[config.mk]
export PLATFORM = sky130hd
export DESIGN_NAME = mux_seq_n_to_one_flat
export DESIGN_NICKNAME = d
export VERILOG_FILES = /design/src/rtl/mux_seq_n_to_one_if.sv /design/src/rtl/mux_seq_n_to_one.sv /design/src/flat_wrapper.sv
export SDC_FILE = /design/constraint.sdc
export NUM_CORES = 1
export LEC_CHECK = 0
export ABC_AREA = 1
export CORE_UTILIZATION = 46
export DETAILED_ROUTE_END_ITERATION = 8
export PLACE_DENSITY = 0.88
export SLEW_MARGIN = 40
export SYNTH_ARGS = -nofsm -noshare
export SYNTH_HDL_FRONTEND = slang
export SYNTH_SLANG_ARGS = --single-unit
[constraint.sdc]
create_clock -name clock -period 2.6 [get_ports clock]
set_clock_uncertainty 0.1 [all_clocks]
set_input_delay 0.52 -clock clock [delete_from_list [all_inputs] [get_ports clock]]
set_output_delay 0.52 -clock clock [all_outputs]
set_load 0.01 [all_outputs]
[src/rtl/mux_seq_n_to_one_if.sv]
// Bus bundle for mux_seq_n_to_one: the input channels, the request controls and the
// registered output beat together with its valid/ready handshake.
interface mux_seq_n_to_one_if #(
    parameter int WIDTH = 16,
    parameter int N     = 6,
    parameter int SELW  = 3
);
    logic [N*WIDTH-1:0] entradas;
    logic [SELW-1:0]    op;
    logic               modo;
    logic               carrega;
    logic               inicio;
    logic               pronto;
    logic [WIDTH-1:0]   saida;
    logic [SELW-1:0]    canal;
    logic               valido;
    logic               fim;
    logic               erro;
    logic [1:0]         estado;

    // Handshake: a beat (saida, canal, fim) moves on a rising edge where valido && pronto;
    // while valido && !pronto the beat holds stable, and valido never drops without a transfer.
    modport master (
        output entradas, op, modo, carrega, inicio, pronto,
        input  saida, canal, valido, fim, erro, estado
    );

    modport slave (
        input  entradas, op, modo, carrega, inicio, pronto,
        output saida, canal, valido, fim, erro, estado
    );
endinterface

[src/rtl/mux_seq_n_to_one.sv]
// Registered N-to-1 channel selector with a direct (op-addressed) mode and an automatic
// scan mode that walks all N channels, one beat per accepted transfer.
module mux_seq_n_to_one #(
    parameter int WIDTH = 16,
    parameter int N     = 6,
    parameter int SELW  = 3
) (
    input  logic                  clock,
    input  logic                  reset,
    mux_seq_n_to_one_if.slave     bus
);

    localparam logic [1:0] OCIOSO = 2'd0;
    localparam logic [1:0] DIRETO = 2'd1;
    localparam logic [1:0] VARRE  = 2'd2;

    localparam int              NUM_SEL    = 2 ** SELW;
    localparam logic [SELW:0]   NUM_CANAIS = (SELW + 1)'(N);
    localparam logic [SELW-1:0] ULTIMO     = SELW'(N - 1);

    logic [1:0]       estado;
    logic [WIDTH-1:0] saida;
    logic [SELW-1:0]  canal;
    logic             valido;
    logic             fim;
    logic             erro;

    // Padded to the full select range so any op value indexes a defined (zero) entry.
    logic [WIDTH-1:0] canais [NUM_SEL];

    for (genvar k = 0; k < NUM_SEL; k++) begin : g_canais
        if (k < N) begin : g_real
            assign canais[k] = bus.entradas[k*WIDTH +: WIDTH];
        end else begin : g_pad
            assign canais[k] = '0;
        end
    end

    logic            transfere;
    logic            op_valido;
    logic [SELW-1:0] canal_prox;

    assign transfere  = valido && bus.pronto;
    assign op_valido  = ({1'b0, bus.op} < NUM_CANAIS);
    assign canal_prox = canal + SELW'(1);

    always_ff @(posedge clock) begin
        if (reset) begin
            estado <= OCIOSO;
            saida  <= '0;
            canal  <= '0;
            valido <= 1'b0;
            fim    <= 1'b0;
            erro   <= 1'b0;
        end else begin
            erro <= 1'b0;
            case (estado)
                OCIOSO: begin
                    if (bus.modo && bus.inicio) begin
                        saida  <= canais[0];
                        canal  <= '0;
                        valido <= 1'b1;
                        fim    <= (ULTIMO == '0);
                        estado <= VARRE;
                    end else if (!bus.modo && bus.carrega) begin
                        if (op_valido) begin
                            saida  <= canais[bus.op];
                            canal  <= bus.op;
                            valido <= 1'b1;
                            estado <= DIRETO;
                        end else begin
                            saida <= '0;
                            erro  <= 1'b1;
                        end
                    end
                end

                DIRETO: begin
                    // Requests arriving in the transfer cycle are dropped: a new
                    // direct beat can only be accepted from OCIOSO.
                    if (transfere) begin
                        valido <= 1'b0;
                        estado <= OCIOSO;
                    end
                end

                VARRE: begin
                    if (transfere) begin
                        if (canal == ULTIMO) begin
                            valido <= 1'b0;
                            fim    <= 1'b0;
                            estado <= OCIOSO;
                        end else begin
                            canal <= canal_prox;
                            saida <= canais[canal_prox];
                            fim   <= (canal_prox == ULTIMO);
                        end
                    end
                end

                default: begin
                    valido <= 1'b0;
                    fim    <= 1'b0;
                    estado <= OCIOSO;
                end
            endcase
        end
    end

    assign bus.saida  = saida;
    assign bus.canal  = canal;
    assign bus.valido = valido;
    assign bus.fim    = fim;
    assign bus.erro   = erro;
    assign bus.estado = estado;

endmodule

[src/flat_wrapper.sv]
// flat-port wrapper written by rule: the top's interface ports become plain ports
module mux_seq_n_to_one_flat 
#(
    parameter int WIDTH = 16,
    parameter int N     = 6,
    parameter int SELW  = 3
)
  (clock, reset, bus_entradas, bus_op, bus_modo, bus_carrega, bus_inicio, bus_pronto, bus_saida, bus_canal, bus_valido, bus_fim, bus_erro, bus_estado);
  mux_seq_n_to_one_if #(.WIDTH(WIDTH), .N(N), .SELW(SELW)) bus_i ();
  input  logic clock;
  input  logic reset;
  input wire logic [$bits(bus_i.entradas)-1:0] bus_entradas;
  input wire logic [$bits(bus_i.op)-1:0] bus_op;
  input wire logic [$bits(bus_i.modo)-1:0] bus_modo;
  input wire logic [$bits(bus_i.carrega)-1:0] bus_carrega;
  input wire logic [$bits(bus_i.inicio)-1:0] bus_inicio;
  input wire logic [$bits(bus_i.pronto)-1:0] bus_pronto;
  output wire logic [$bits(bus_i.saida)-1:0] bus_saida;
  output wire logic [$bits(bus_i.canal)-1:0] bus_canal;
  output wire logic [$bits(bus_i.valido)-1:0] bus_valido;
  output wire logic [$bits(bus_i.fim)-1:0] bus_fim;
  output wire logic [$bits(bus_i.erro)-1:0] bus_erro;
  output wire logic [$bits(bus_i.estado)-1:0] bus_estado;
  assign bus_i.entradas = bus_entradas;
  assign bus_i.op = bus_op;
  assign bus_i.modo = bus_modo;
  assign bus_i.carrega = bus_carrega;
  assign bus_i.inicio = bus_inicio;
  assign bus_i.pronto = bus_pronto;
  assign bus_saida = bus_i.saida;
  assign bus_canal = bus_i.canal;
  assign bus_valido = bus_i.valido;
  assign bus_fim = bus_i.fim;
  assign bus_erro = bus_i.erro;
  assign bus_estado = bus_i.estado;
  mux_seq_n_to_one #(.WIDTH(WIDTH), .N(N), .SELW(SELW)) u_core (.clock(clock), .reset(reset), .bus(bus_i));
endmodule
After elaboration in Yosys (flattened, before gate mapping)
Index checks and enable logic that the tools add are counted.
{ "totals": {"output_inout_bits": 24, "regBits": 24} }
{ "classes": {"n_addsub": 1, "n_reduce_logical": 11, "bitwise_logic": 5, "magnitude_cmp": 3, "eq_ne": 11, "mux": 37} }
{ "ops": {"columns": ["op", "count"], "rows": [
  ["16-bit two-way mux", 9],
  ["16-bit binary-select mux with 3-bit select", 2],
  ["16-bit one-hot mux with 2 select lines", 1],
  ["3-bit two-way mux", 5],
  ["2-bit two-way mux", 6],
  ["1-bit two-way mux", 10],
  ["5-bit AND reduction", 2],
  ["4-bit greater-or-equal comparator, second input constant", 2],
  ["2-bit by 1-bit inequality test with 1-bit output, second input constant", 4],
  ["3-bit NOT with 4-bit output", 2],
  ["3-bit equality test, second input constant", 2],
  ["3-bit by 1-bit inequality test with 1-bit output, second input constant", 2],
  ["1-bit one-hot mux with 3 select lines", 2],
  ["2-bit one-hot mux with 3 select lines", 1],
  ["3-bit one-hot mux with 2 select lines", 1],
  ["4-bit AND reduction", 1],
  ["4-bit OR reduction", 1],
  ["3-bit by 1-bit adder with 3-bit output, second input constant", 1],
  ["1-bit logical AND", 3],
  ["3-bit less-than comparator, second input constant", 1],
  ["1-bit NOT", 3],
  ["3-bit AND reduction", 1],
  ["2-bit by 1-bit equality test with 1-bit output, second input constant", 1],
  ["2-bit equality test, second input constant", 1],
  ["4 further kinds", 4]
]} }

Logic depth before layout (Yosys ltp)
Gate-level depths: netlist (run 1).
{ "logic_depth": {"word_depth": 8, "mapped_depth": 12, "depth_no_buf": 10} }

Worst setup path after synthesis (run 1)
OpenSTA, ideal clock, no wires.
{ "synth_timing": {"path_kind": "register to register", "from": "register u_core.canal[0], in the netlist u_core.bus.canal[0]", "to": "register u_core.saida[10], in the netlist u_core.bus.saida[10]", "arrival_ns": 1.967, "n_path_buf": 3, "period_less_slack_ns": 2.192, "setup_ns": 0.125, "slack_ns": 0.408, "stages_incl_launch_ff": 13, "cell_sequence": "dfxtp_1 > inv_1 > clkbuf_1 > ha_1 > buf_2 > clkinv_1 > nand3_1 > buf_2 > nor2_1 > nor2_1 > nand2_1 > nand3_1 > a21oi_2"} }
{ "synth_between": {"elab_chain_cells": 8} }
{ "synth_rtl": {"columns": ["element", "line", "source"], "rows": [
  ["start, declared", "mux_seq_n_to_one.sv:23", "logic [SELW-1:0] canal;"],
  ["start signal, assigned", "mux_seq_n_to_one.sv:68", "canal <= bus.op;"],
  ["start signal, assigned", "mux_seq_n_to_one.sv:94", "canal <= canal_prox;"],
  ["3-bit by 1-bit adder with 3-bit output", "mux_seq_n_to_one.sv:45", "assign canal_prox = canal + SELW'(1);"],
  ["3-bit NOT with 4-bit output (implied by the code)", "mux_seq_n_to_one.sv:95", "saida <= canais[canal_prox];"],
  ["16-bit binary-select mux with 3-bit select", "mux_seq_n_to_one.sv:95", null],
  ["16-bit two-way mux (implied by the code) (2 in series)", "mux_seq_n_to_one.sv:95", null],
  ["16-bit two-way mux", "mux_seq_n_to_one.sv:89", "if (canal == ULTIMO) begin"],
  ["16-bit two-way mux", "mux_seq_n_to_one.sv:88", "if (transfere) begin"],
  ["16-bit one-hot mux with 2 select lines", "mux_seq_n_to_one.sv:57", "case (estado)"],
  ["end signal, assigned", "mux_seq_n_to_one.sv:60", "saida <= canais[0];"],
  ["end signal, assigned", "mux_seq_n_to_one.sv:67", "saida <= canais[bus.op];"],
  ["end signal, assigned", "mux_seq_n_to_one.sv:95", null],
  ["end, declared", "mux_seq_n_to_one.sv:22", "logic [WIDTH-1:0] saida;"]
]} }
Several ways; a longest one is shown, not always the timed one. The select of a mux whose other input is x is not followed.
A chain may end at the register's enable or synchronous reset.

Final worst setup path (run 1)
{ "layout_timing": {"from": "input bus_modo", "to": "register u_core.saida[0], in the netlist u_core.bus.saida[0]"} }
{ "layout_between": {"elab_chain_cells": 4} }
{ "layout_rtl": {"columns": ["element", "line", "source"], "rows": [
  ["start, declared", "flat_wrapper.sv:14", "input wire logic [$bits(bus_i.modo)-1:0] bus_modo;"],
  ["1-bit zero test", "mux_seq_n_to_one.sv:65", "end else if (!bus.modo && bus.carrega) begin"],
  ["1-bit logical AND", "mux_seq_n_to_one.sv:65", null],
  ["3-bit by 1-bit inequality test with 1-bit output (no line)", null, null],
  ["4-bit AND reduction (no line)", null, null]
]} }
Several ways; a longest one is shown, not always the timed one.

==> results.yml, run 1 <==
run_status:
  status: "finished, final reports clean"
logic_synthesis:
  synth_cell_types: 24
  async_flop_share_pct: 0
  ys.flop_type: "dfxtp_1"
  syn_area_mm2: 0.003418
  yosysSeqAreaShare_pct: 14.06
  ys_ff_latch: 24
  yosysMostFrequentCell: "nand2_1"
  synth_common_cells: "nand2_1, inv_1, nor2_1"
  syn-num-nets: 833
  synth_area_per_cell_um2: 4.715
  synth_edf_count: 0
  ys_warn_count: 0
  synth_area_leader_cell: "nand2_1"
  synth_area_leaders: "nand2_1, dfxtp_1, nand3_1, inv_1, nor2_1"
  syn_inst: 725
  yosysTopAreaCellShare_pct: 33.05
flow_run:
  max-cap-violations: 0
min_path:
  hold_depth: 2
  holdPathEnd: "u_core.bus.saida[15]"
  hp-start: "u_core.bus.saida[15]"
  hp-class: "register to register"
route:
  ant_nets: 0
  routedWlPerCell_um: 14.51
  post-route-drc-count: 0
  via_count: 4941
  drtIter0Drc: 484
  drtPass1Iterations: 6
  vias_per_cell: 5.279
  wl_um: 13580
placement:
  hpwl_um: 10210
  dp.cells: 932
  place_ws_ns: 0.1130
  place.gp.congestion: 0.9412
  place.port_buffers: 128
  postPlaceCellArea_mm2: 0.004806
clocking:
  cts_tree: "yes"
  cts_resized: 0
  clockBufferDepth: 2
  root_buffer: "clkbuf_8"
  clk_pin_slew_ns: 0.09
  cts_sinks: 24
  insertion_delay_ns: 0.27
  htreeDepth: 1
  hold_buffers: 0
  cts_setup_buffers: 0
  cts_inserted_buffers: 3
layout:
  num_antenna_cells: 0
  area_delta_synth_final_pct: 42.68
  final_util_pct: 67.60
  final_nets: 946
  stdcell_area_mm2: 0.004877
  final_cells: 936
  drive_gt1_share_pct: 4.182
  fillers: 712
setup_path:
  start_kind: "input pin"
  crit_top_cell: "nand2_1"
  crit_path_cell_trace: "clkdlybuf4s50_1 > nand2_1 > buf_4 > nand2_1 > inv_1 > buf_12 > nand2_1 > inv_1 > nand2_1 > nand2_1 > nand3_1 > a21oi_1"
  rr_endpoint: "u_core.bus.saida[14]"
  r2r-start: "u_core.bus.canal[1]"
  path_max_fanout: 16
  worstPathRequired_ns: 2.71
  rrSetupSlack_ns: 0.36
  crit_slowest_cell: "clkdlybuf4s50_1"
  rr_worst_depth: 10
  crit_start: "bus_modo"
  worstSetupEndpointType: "register"
  cp_data_arrival_time_ns: 2.35
  slowest_delay_ns: 0.43
  critPathKind: "input pin to register"
floorplan:
  fp-row-count: 31
  die-area_mm2: 0.007780
  die_x_um: 88.21
  fp.dieH_um: 88.21
  io_pins: 129
  start_util_pct: 47.38
  core_area_mm2: 0.007214
pwr:
  ir_drop_v: 0.0004156
  pwr-share-clk_pct: 9.1
  powerDensity_mw_per_mm2: 755.2
  internal-power_mw: 1.787
  sequentialPowerShare_pct: 17.3
  p_sw_mw: 1.896
  swShare_pct: 51.48
  comb_power_share_pct: 73.6
  power.total_mw: 3.683
  power.leakage_nw: 2.631
global_routing:
  antenna_found_initial: 0
  globalRouteOverflowTotal: 0
  grt_max_degree: 43
  grt_first_pass_wirelength_um: 21250
  grt_use_total_pct: 34.96
  grt_pass1_vias: 4609
timing:
  fin_crit_ns: 2.239
  fmax_mhz: 446.7
  setup_tns_ns: 0
  setup_slack_ns: 0.3612
  rsz0062_at_grt: "no"
  tightest_slew_ns: 0.6157
  setup_violations: 0
  relSlewSlack_pct: 58.91
  fin_crit_sh_pct: 86.11
  maxSlewViolCount: 0
  whs_ns: 0.3741
  hold_viol_final: 0
[cell families (layout without fill, tap and decap cells)]
logic type,Yosys count,count (layout),synth area share (%)
AOI/OAI and AO/OA,74,74,10.94
adders and majority gates,3,3,1.098
and+or+nand+nor,481,481,57.28
DFF,24,24,14.06
buffers and inverters,143,255,16.62
[worst max path at each step]
stage,end,slack (ns),cells past startpoint
2_1_floorplan,u_core.bus.saida[10],0.41,12
3_3_place_gp,u_core.bus.saida[0],0.13,11
5_1_grt,u_core.bus.saida[0],0.24,12
4_1_cts,u_core.bus.saida[0],0.40,12
3_5_place_dp,u_core.bus.saida[0],0.11,12
6_report,u_core.bus.saida[0],0.36,12
[worst max-delay path: cells and delay by family]
kind / cells / cell delay, ns
AO/OA/AOI/OAI: 1 / 0.14
buffers and inverters: 5 / 1.15
AND/OR/NAND/NOR: 6 / 0.53
[state kept, by name (all words and copies together) (netlist names)]
register / flops
u_core.bus.saida: 16
u_core.bus.canal: 3
u_core.bus.estado: 2
u_core.bus.erro: 1
u_core.bus.fim: 1
u_core.bus.valido: 1
[power groups by stage]
stage	clock network, mW	registers, mW	logic (mW)
after floorplan	0	0.680	1.61
after global placement	0	0.633	2.60
after detailed placement	0	0.637	2.65
after CTS	0.336	0.631	2.67
after global routing	0.352	0.648	3.01
final	0.336	0.637	2.71
[cell usage in the layout, fill, tap and decap left out, drive strengths merged]
cell           Yosys  routed
clkdlybuf4s50      0     128
ha                 3       3
clkinv             1       1
clkbuf            19       3
and3               1       1
nand3b             1       1
inv              102     102
nand2            304     304
nor4               1       1
bufinv             0       1
buf               21      20
nor2              91      91
o21ai             46      46
dfxtp             24      24
nand3             81      81
nor3               2       2
a21oi             28      28
[final cells by class]
type                       count  area [um2]  area share, %
timing repair buffer         148        1444          29.60
clock buffer                   3       41.29         0.8466
tap                           99       123.9          2.540
clock inverter                 1       30.03         0.6157
inverter                     103       386.6          7.927
multi-input combinational    558        2370          48.59
sequential                    24       481.7          9.877
[per-layer routing]
metal  vias to the layer above  GRT usage (%)  wire, um
li1                       2434              -         -
met1                      2197          44.26      5684
met2                       274          60.28      6357
met3                        36          4.807      1154
met4                         0          12.46       385
met5                         -              0         0
Note: power is estimated with default switching activity, not from simulation.
==> run 2, diff against run 1 <==
--- a/config.mk
+++ b/config.mk
@@ -6,10 +6,11 @@
 export NUM_CORES = 1
 export LEC_CHECK = 0
 export ABC_AREA = 1
+export CAP_MARGIN = 20
 export CORE_UTILIZATION = 46
 export DETAILED_ROUTE_END_ITERATION = 8
 export PLACE_DENSITY = 0.88
-export SLEW_MARGIN = 40
+export SLEW_MARGIN = 0
 export SYNTH_ARGS = -nofsm -noshare
 export SYNTH_HDL_FRONTEND = slang
 export SYNTH_SLANG_ARGS = --single-unit
==> constraint.sdc (replaced) <==
create_clock -name clock -period 2.45 [get_ports clock]
set_clock_uncertainty 0.1 [all_clocks]
set_input_delay 0.49 -clock clock [delete_from_list [all_inputs] [get_ports clock]]
set_output_delay 0.49 -clock clock [all_outputs]
set_load 0.01 [all_outputs]
==> run 2 against run 1 <==
Compared with the run above: sequential share of layout area about the same; register-to-register slack worse by 0.05 ns; worst setup slack worse by 0.20 ns; clock-buffer cell count unchanged; die area unchanged; global-route usage down 1.3 points; sequential power up 9.7%; final area down 0.46%; largest cell class unchanged; largest power group unchanged.
==> results.yml, run 2 (same netlist as run 1, synthesis figures left out) <==
min_path:
  holdPathEnd: "u_core.bus.saida[3]"
  hp-class: "register to register"
  hold_depth: 2
  hp-start: "u_core.bus.saida[3]"
clocking:
  hold_buffers: 0
  clockBufferDepth: 2
  cts_setup_buffers: 0
  cts_inserted_buffers: 3
  root_buffer: "clkbuf_8"
  insertion_delay_ns: 0.27
  cts_tree: "yes"
  clk_pin_slew_ns: 0.09
  cts_sinks: 24
  htreeDepth: 1
  cts_resized: 0
layout:
  layout_commonest_cell: "nand2_1"
  layout_common_cells: "nand2_1, clkdlybuf4s50_1, inv_1"
  drive_gt1_share_pct: 4.182
  largest-register: "u_core.bus.saida"
  fillers: 700
  reg.largest.list: "u_core.bus.saida: 16 flops, u_core.bus.canal: 3 flops, u_core.bus.estado: 2 flops"
  stdcell_area_mm2: 0.004855
  largest_reg_flops: 16
  area_delta_synth_final_pct: 42.02
  final_nets: 947
  num_antenna_cells: 0
setup_path:
  worstSetupEndpointType: "output port"
  rr_worst_depth: 10
  r2r-start: "u_core.bus.canal[0]"
  rr_endpoint: "u_core.bus.saida[2]"
  start_kind: "register"
  critPathKind: "register to output port"
  cp_data_arrival_time_ns: 1.69
  path_max_fanout: 24
  worstPathRequired_ns: 1.86
  rrSetupSlack_ns: 0.31
timing:
  rsz0062_at_grt: "no"
  relSlewSlack_pct: 60.42
  setup_violations: 0
  fmax_mhz: 437.7
  tightest_slew_ns: 0.5936
  maxSlewViolCount: 0
  hold_viol_final: 0
  setup_tns_ns: 0
  fin_crit_ns: 2.285
  fin_crit_sh_pct: 93.25
pwr:
  internal-power_mw: 1.819
  powerDensity_mw_per_mm2: 779.7
  p_sw_mw: 1.966
  ir_drop_v: 0.0004098
  swShare_pct: 51.93
  sequentialPowerShare_pct: 18.5
  pwr-share-clk_pct: 6.5
  power.leakage_nw: 2.621
  comb_power_share_pct: 75.0
floorplan:
  die_x_um: 88.21
  core_area_mm2: 0.007214
  fp-row-count: 31
  fp.dieH_um: 88.21
  die-area_mm2: 0.007780
  start_util_pct: 47.38
  io_pins: 129
route:
  wl_um: 13060
  routedWlPerCell_um: 13.96
  drtIter0Drc: 499
  vias_per_cell: 5.194
  drtPass1Iterations: 5
  via_count: 4862
  post-route-drc-count: 0
  ant_nets: 0
global_routing:
  grt_use_total_pct: 33.68
  grt_max_degree: 34
  grt_pass1_vias: 4423
  grt_first_pass_wirelength_um: 20510
  antenna_found_initial: 0
  globalRouteOverflowTotal: 0
placement:
  hpwl_um: 10220
  postPlaceCellArea_mm2: 0.004813
  place.gp.congestion: 1.007
  place.port_buffers: 128
run_status:
  status: "finished, final reports clean"
flow_run:
  max-cap-violations: 0
## run 2: power by group through the flow
| stage | logic, mW | clock network (mW) | registers [mW] |
|---|---|---|---|
| 2_1_floorplan | 1.71 | 0 | 0.722 |
| 3_3_place_gp | 2.75 | 0 | 0.694 |
| 3_5_place_dp | 2.78 | 0 | 0.704 |
| 4_1_cts | 2.80 | 0.250 | 0.695 |
| 5_1_grt | 3.16 | 0.265 | 0.714 |
| 6_report | 2.84 | 0.246 | 0.699 |
## run 2: stage by stage
stage | power (mW) | utilization (%) | setup WS, ns | hold WS, ns | std cells
4_1_cts | 3.741 | 67.29 | 0.1804 | 0.3739 | 936
3_5_place_dp | 3.488 | 66.72 | 0.04464 | 0.3597 | 933
2_1_floorplan | 2.427 | - | 0.2576 | 0.3875 | 725
5_1_grt | 4.137 | 67.29 | 0.09104 | 0.3964 | 936
6_report | 3.785 | 67.29 | 0.1655 | 0.3751 | 936
3_3_place_gp | 3.446 | 66.72 | 0.06128 | 0.3567 | 933
## run 2: layer usage
| layer | routed length, um | vias to the layer above | part of all wire (%) | track usage, % |
|---|---|---|---|---|
| li1 | - | 2429 | - | - |
| met1 | 5464 | 2115 | 42 | 42.01 |
| met2 | 6065 | 280 | 46 | 60.14 |
| met3 | 1148 | 38 | 8.8 | 4.430 |
| met4 | 383 | 0 | 2.9 | 9.677 |
| met5 | 0 | - | 0 | 0 |
## run 2: worst max path at each step
stage                         from              endpoint  slack [ns]  depth (start not counted)
2_1_floorplan  u_core.bus.canal[0]  u_core.bus.saida[10]        0.26                         12
3_5_place_dp              bus_modo   u_core.bus.saida[6]        0.04                          8
4_1_cts        u_core.bus.canal[0]          bus_canal[0]        0.18                          2
5_1_grt        u_core.bus.canal[0]          bus_canal[0]        0.09                          2
6_report       u_core.bus.canal[0]          bus_canal[0]        0.17                          2
3_3_place_gp              bus_modo   u_core.bus.saida[9]        0.06                          8
## run 2: layout make-up
type / count / area (um2) / share of cell area [%]
well taps: 99 / 123.9 / 2.552
flip-flops and latches: 24 / 481.7 / 9.923
inverters: 103 / 386.6 / 7.964
repair buffers: 149 / 1451 / 29.90
clock buffers: 3 / 41.29 / 0.8505
multi-input cells: 558 / 2370 / 48.81
## run 2: worst max-delay path, stage by stage, from the launching register on
cell	delay, ns
dfxtp_2	0.52
buf_4	0.32
clkdlybuf4s50_1	0.58
==> run 3, diff against run 2 <==
--- a/config.mk
+++ b/config.mk
@@ -7,6 +7,7 @@
 export LEC_CHECK = 0
 export ABC_AREA = 1
 export CAP_MARGIN = 20
+export CORE_MARGIN = 1.5
 export CORE_UTILIZATION = 46
 export DETAILED_ROUTE_END_ITERATION = 8
 export PLACE_DENSITY = 0.88
==> run 3 against run 2 <==
Compared with the run above: global-route usage is 0.51 points lower; worst hold slack hardly changed; cell count is 0.21% lower; utilization is 0.28 points higher; sequential power is 1% lower; non-clock buffer count is 3 lower; critical path depth is 6 higher; flip-flop and latch count stayed put; critical endpoint is now u_core.bus.saida[5]; largest cell class unchanged.
==> results.yml, run 3 (same netlist as run 1, synthesis figures left out) <==
route:
  ant_nets: 0
  vias_per_cell: 5.248
  dr.max_layer_used: "met4"
  drtIter0Drc: 440
  drtPass1Iterations: 5
  wl_met1_um: 5466
  post-route-drc-count: 0
  routedWlPerCell_um: 14.10
  wl_um: 13170
  met3_length_um: 1176
  via_count: 4902
  met2_length_um: 6117
global_routing:
  grt_use_total_pct: 33.17
  grt_pass1_vias: 4486
  grt_max_degree: 62
  globalRouteOverflowTotal: 0
  antenna_found_initial: 0
  grt_first_pass_wirelength_um: 20710
min_path:
  hp-start: "u_core.bus.saida[3]"
  hp-class: "register to register"
  holdPathEnd: "u_core.bus.saida[3]"
  hold_depth: 2
layout:
  final_util_pct: 67.57
  drive_gt1_share_pct: 3.952
  layout_common_cells: "nand2_1, clkdlybuf4s50_1, inv_1"
  reg.largest.list: "u_core.bus.saida: 16 flops, u_core.bus.canal: 3 flops, u_core.bus.estado: 2 flops"
  stdcell_area_mm2: 0.004875
  largest-register: "u_core.bus.saida"
  area_delta_synth_final_pct: 42.61
  layout_commonest_cell: "nand2_1"
  num_antenna_cells: 0
  final_nets: 944
  largest_reg_flops: 16
floorplan:
  die_x_um: 89.21
  io_pins: 129
  fp.dieH_um: 89.21
  start_util_pct: 47.38
  die-area_mm2: 0.007958
  core_area_mm2: 0.007214
  fp-row-count: 31
setup_path:
  r2r-start: "u_core.bus.canal[0]"
  rr_endpoint: "u_core.bus.saida[5]"
  cp_data_arrival_time_ns: 2.27
  path_max_fanout: 22
  rrSetupSlack_ns: 0.41
  start_kind: "input pin"
  worstPathRequired_ns: 2.55
  critPathKind: "input pin to register"
  rr_worst_depth: 9
  worstSetupEndpointType: "register"
clocking:
  cts_tree: "yes"
  hold_buffers: 0
  insertion_delay_ns: 0.28
  cts_inserted_buffers: 3
  cts_setup_buffers: 0
  cts_resized: 0
  cts_sinks: 24
  root_buffer: "clkbuf_8"
  clk_pin_slew_ns: 0.10
  htreeDepth: 1
  clockBufferDepth: 2
placement:
  place_ws_ns: 0.07635
  postPlaceCellArea_mm2: 0.004803
  hpwl_um: 10050
  place.gp.congestion: 0.9880
  place.port_buffers: 128
timing:
  hold_viol_final: 0
  setup_violations: 0
  relSlewSlack_pct: 48.31
  rsz0062_at_grt: "no"
  setup_slack_ns: 0.2788
  fmax_mhz: 460.6
  fin_crit_sh_pct: 88.62
  maxSlewViolCount: 0
  fin_crit_ns: 2.171
  tightest_slew_ns: 0.7745
  setup_tns_ns: 0
pwr:
  power.leakage_nw: 2.626
  pwr-share-clk_pct: 9.4
  ir_drop_v: 0.0005131
  swShare_pct: 50.65
  powerDensity_mw_per_mm2: 804.5
  p_sw_mw: 1.986
  sequentialPowerShare_pct: 17.6
  internal-power_mw: 1.935
  comb_power_share_pct: 73.1
flow_run:
  max-cap-violations: 0
run_status:
  status: "finished, final reports clean"
==> run 3: changes by cell type in the layout (fill, tap and decap cells not counted) <==
cell	change
buf_4	-4
buf_12	+1
bufinv_16	+1
==> run 3: per-layer routing <==
layer	vias to the layer above	track usage, %
li1	2426	-
met2	274	57.42
met3	40	4.340
met5	-	0
met1	2162	41.75
met4	0	12.73
==> run 3: final cells by class <==
type | instances | area [um2]
clock buffers | 3 | 41.29
clock inverters | 1 | 30.03
fillers | 700 | 2340
inverters | 103 | 386.6
multi-input cells | 558 | 2370
flip-flops and latches | 24 | 481.7
well taps | 99 | 123.9
repair buffers | 146 | 1441
==> run 3: power groups by stage <==
stage          combinational, mW  sequential (mW)  clock [mW]
4_1_cts                     2.83            0.684       0.364
2_1_floorplan               1.71            0.722           0
3_3_place_gp                2.77            0.686           0
6_report                    2.86            0.689       0.367
5_1_grt                     3.18            0.704       0.382
3_5_place_dp                2.81            0.692           0
==> run 3: how the worst max path moves through the flow <==
stage	start	end	slack, ns	depth (start not counted)
2_1_floorplan	u_core.bus.canal[0]	u_core.bus.saida[10]	0.26	12
3_3_place_gp	bus_op[2]	u_core.bus.saida[5]	0.1	8
3_5_place_dp	bus_op[2]	u_core.bus.saida[5]	0.08	8
4_1_cts	bus_op[2]	u_core.bus.saida[5]	0.36	8
5_1_grt	bus_op[0]	u_core.bus.saida[5]	0.21	11
6_report	bus_op[2]	u_core.bus.saida[5]	0.28	8
==> run 3: worst max-delay path: stages <==
cell and delay, ns:
clkdlybuf4s50_1 0.50, inv_1 0.62, a21oi_1 0.06, o21ai_0 0.14, nand3_1 0.11, nand2_1 0.11, nand2_1 0.05, a21oi_1 0.18
==> run 3: metrics by stage <==
step / power [mW] / hold WS, ns / std cells
global placement: 3.457 / 0.3559 / 930
finish: 3.921 / 0.3748 / 934
global route: 4.263 / 0.3970 / 934
floorplan: 2.427 / 0.3875 / 725
detailed placement: 3.505 / 0.3596 / 930
CTS: 3.879 / 0.3734 / 934
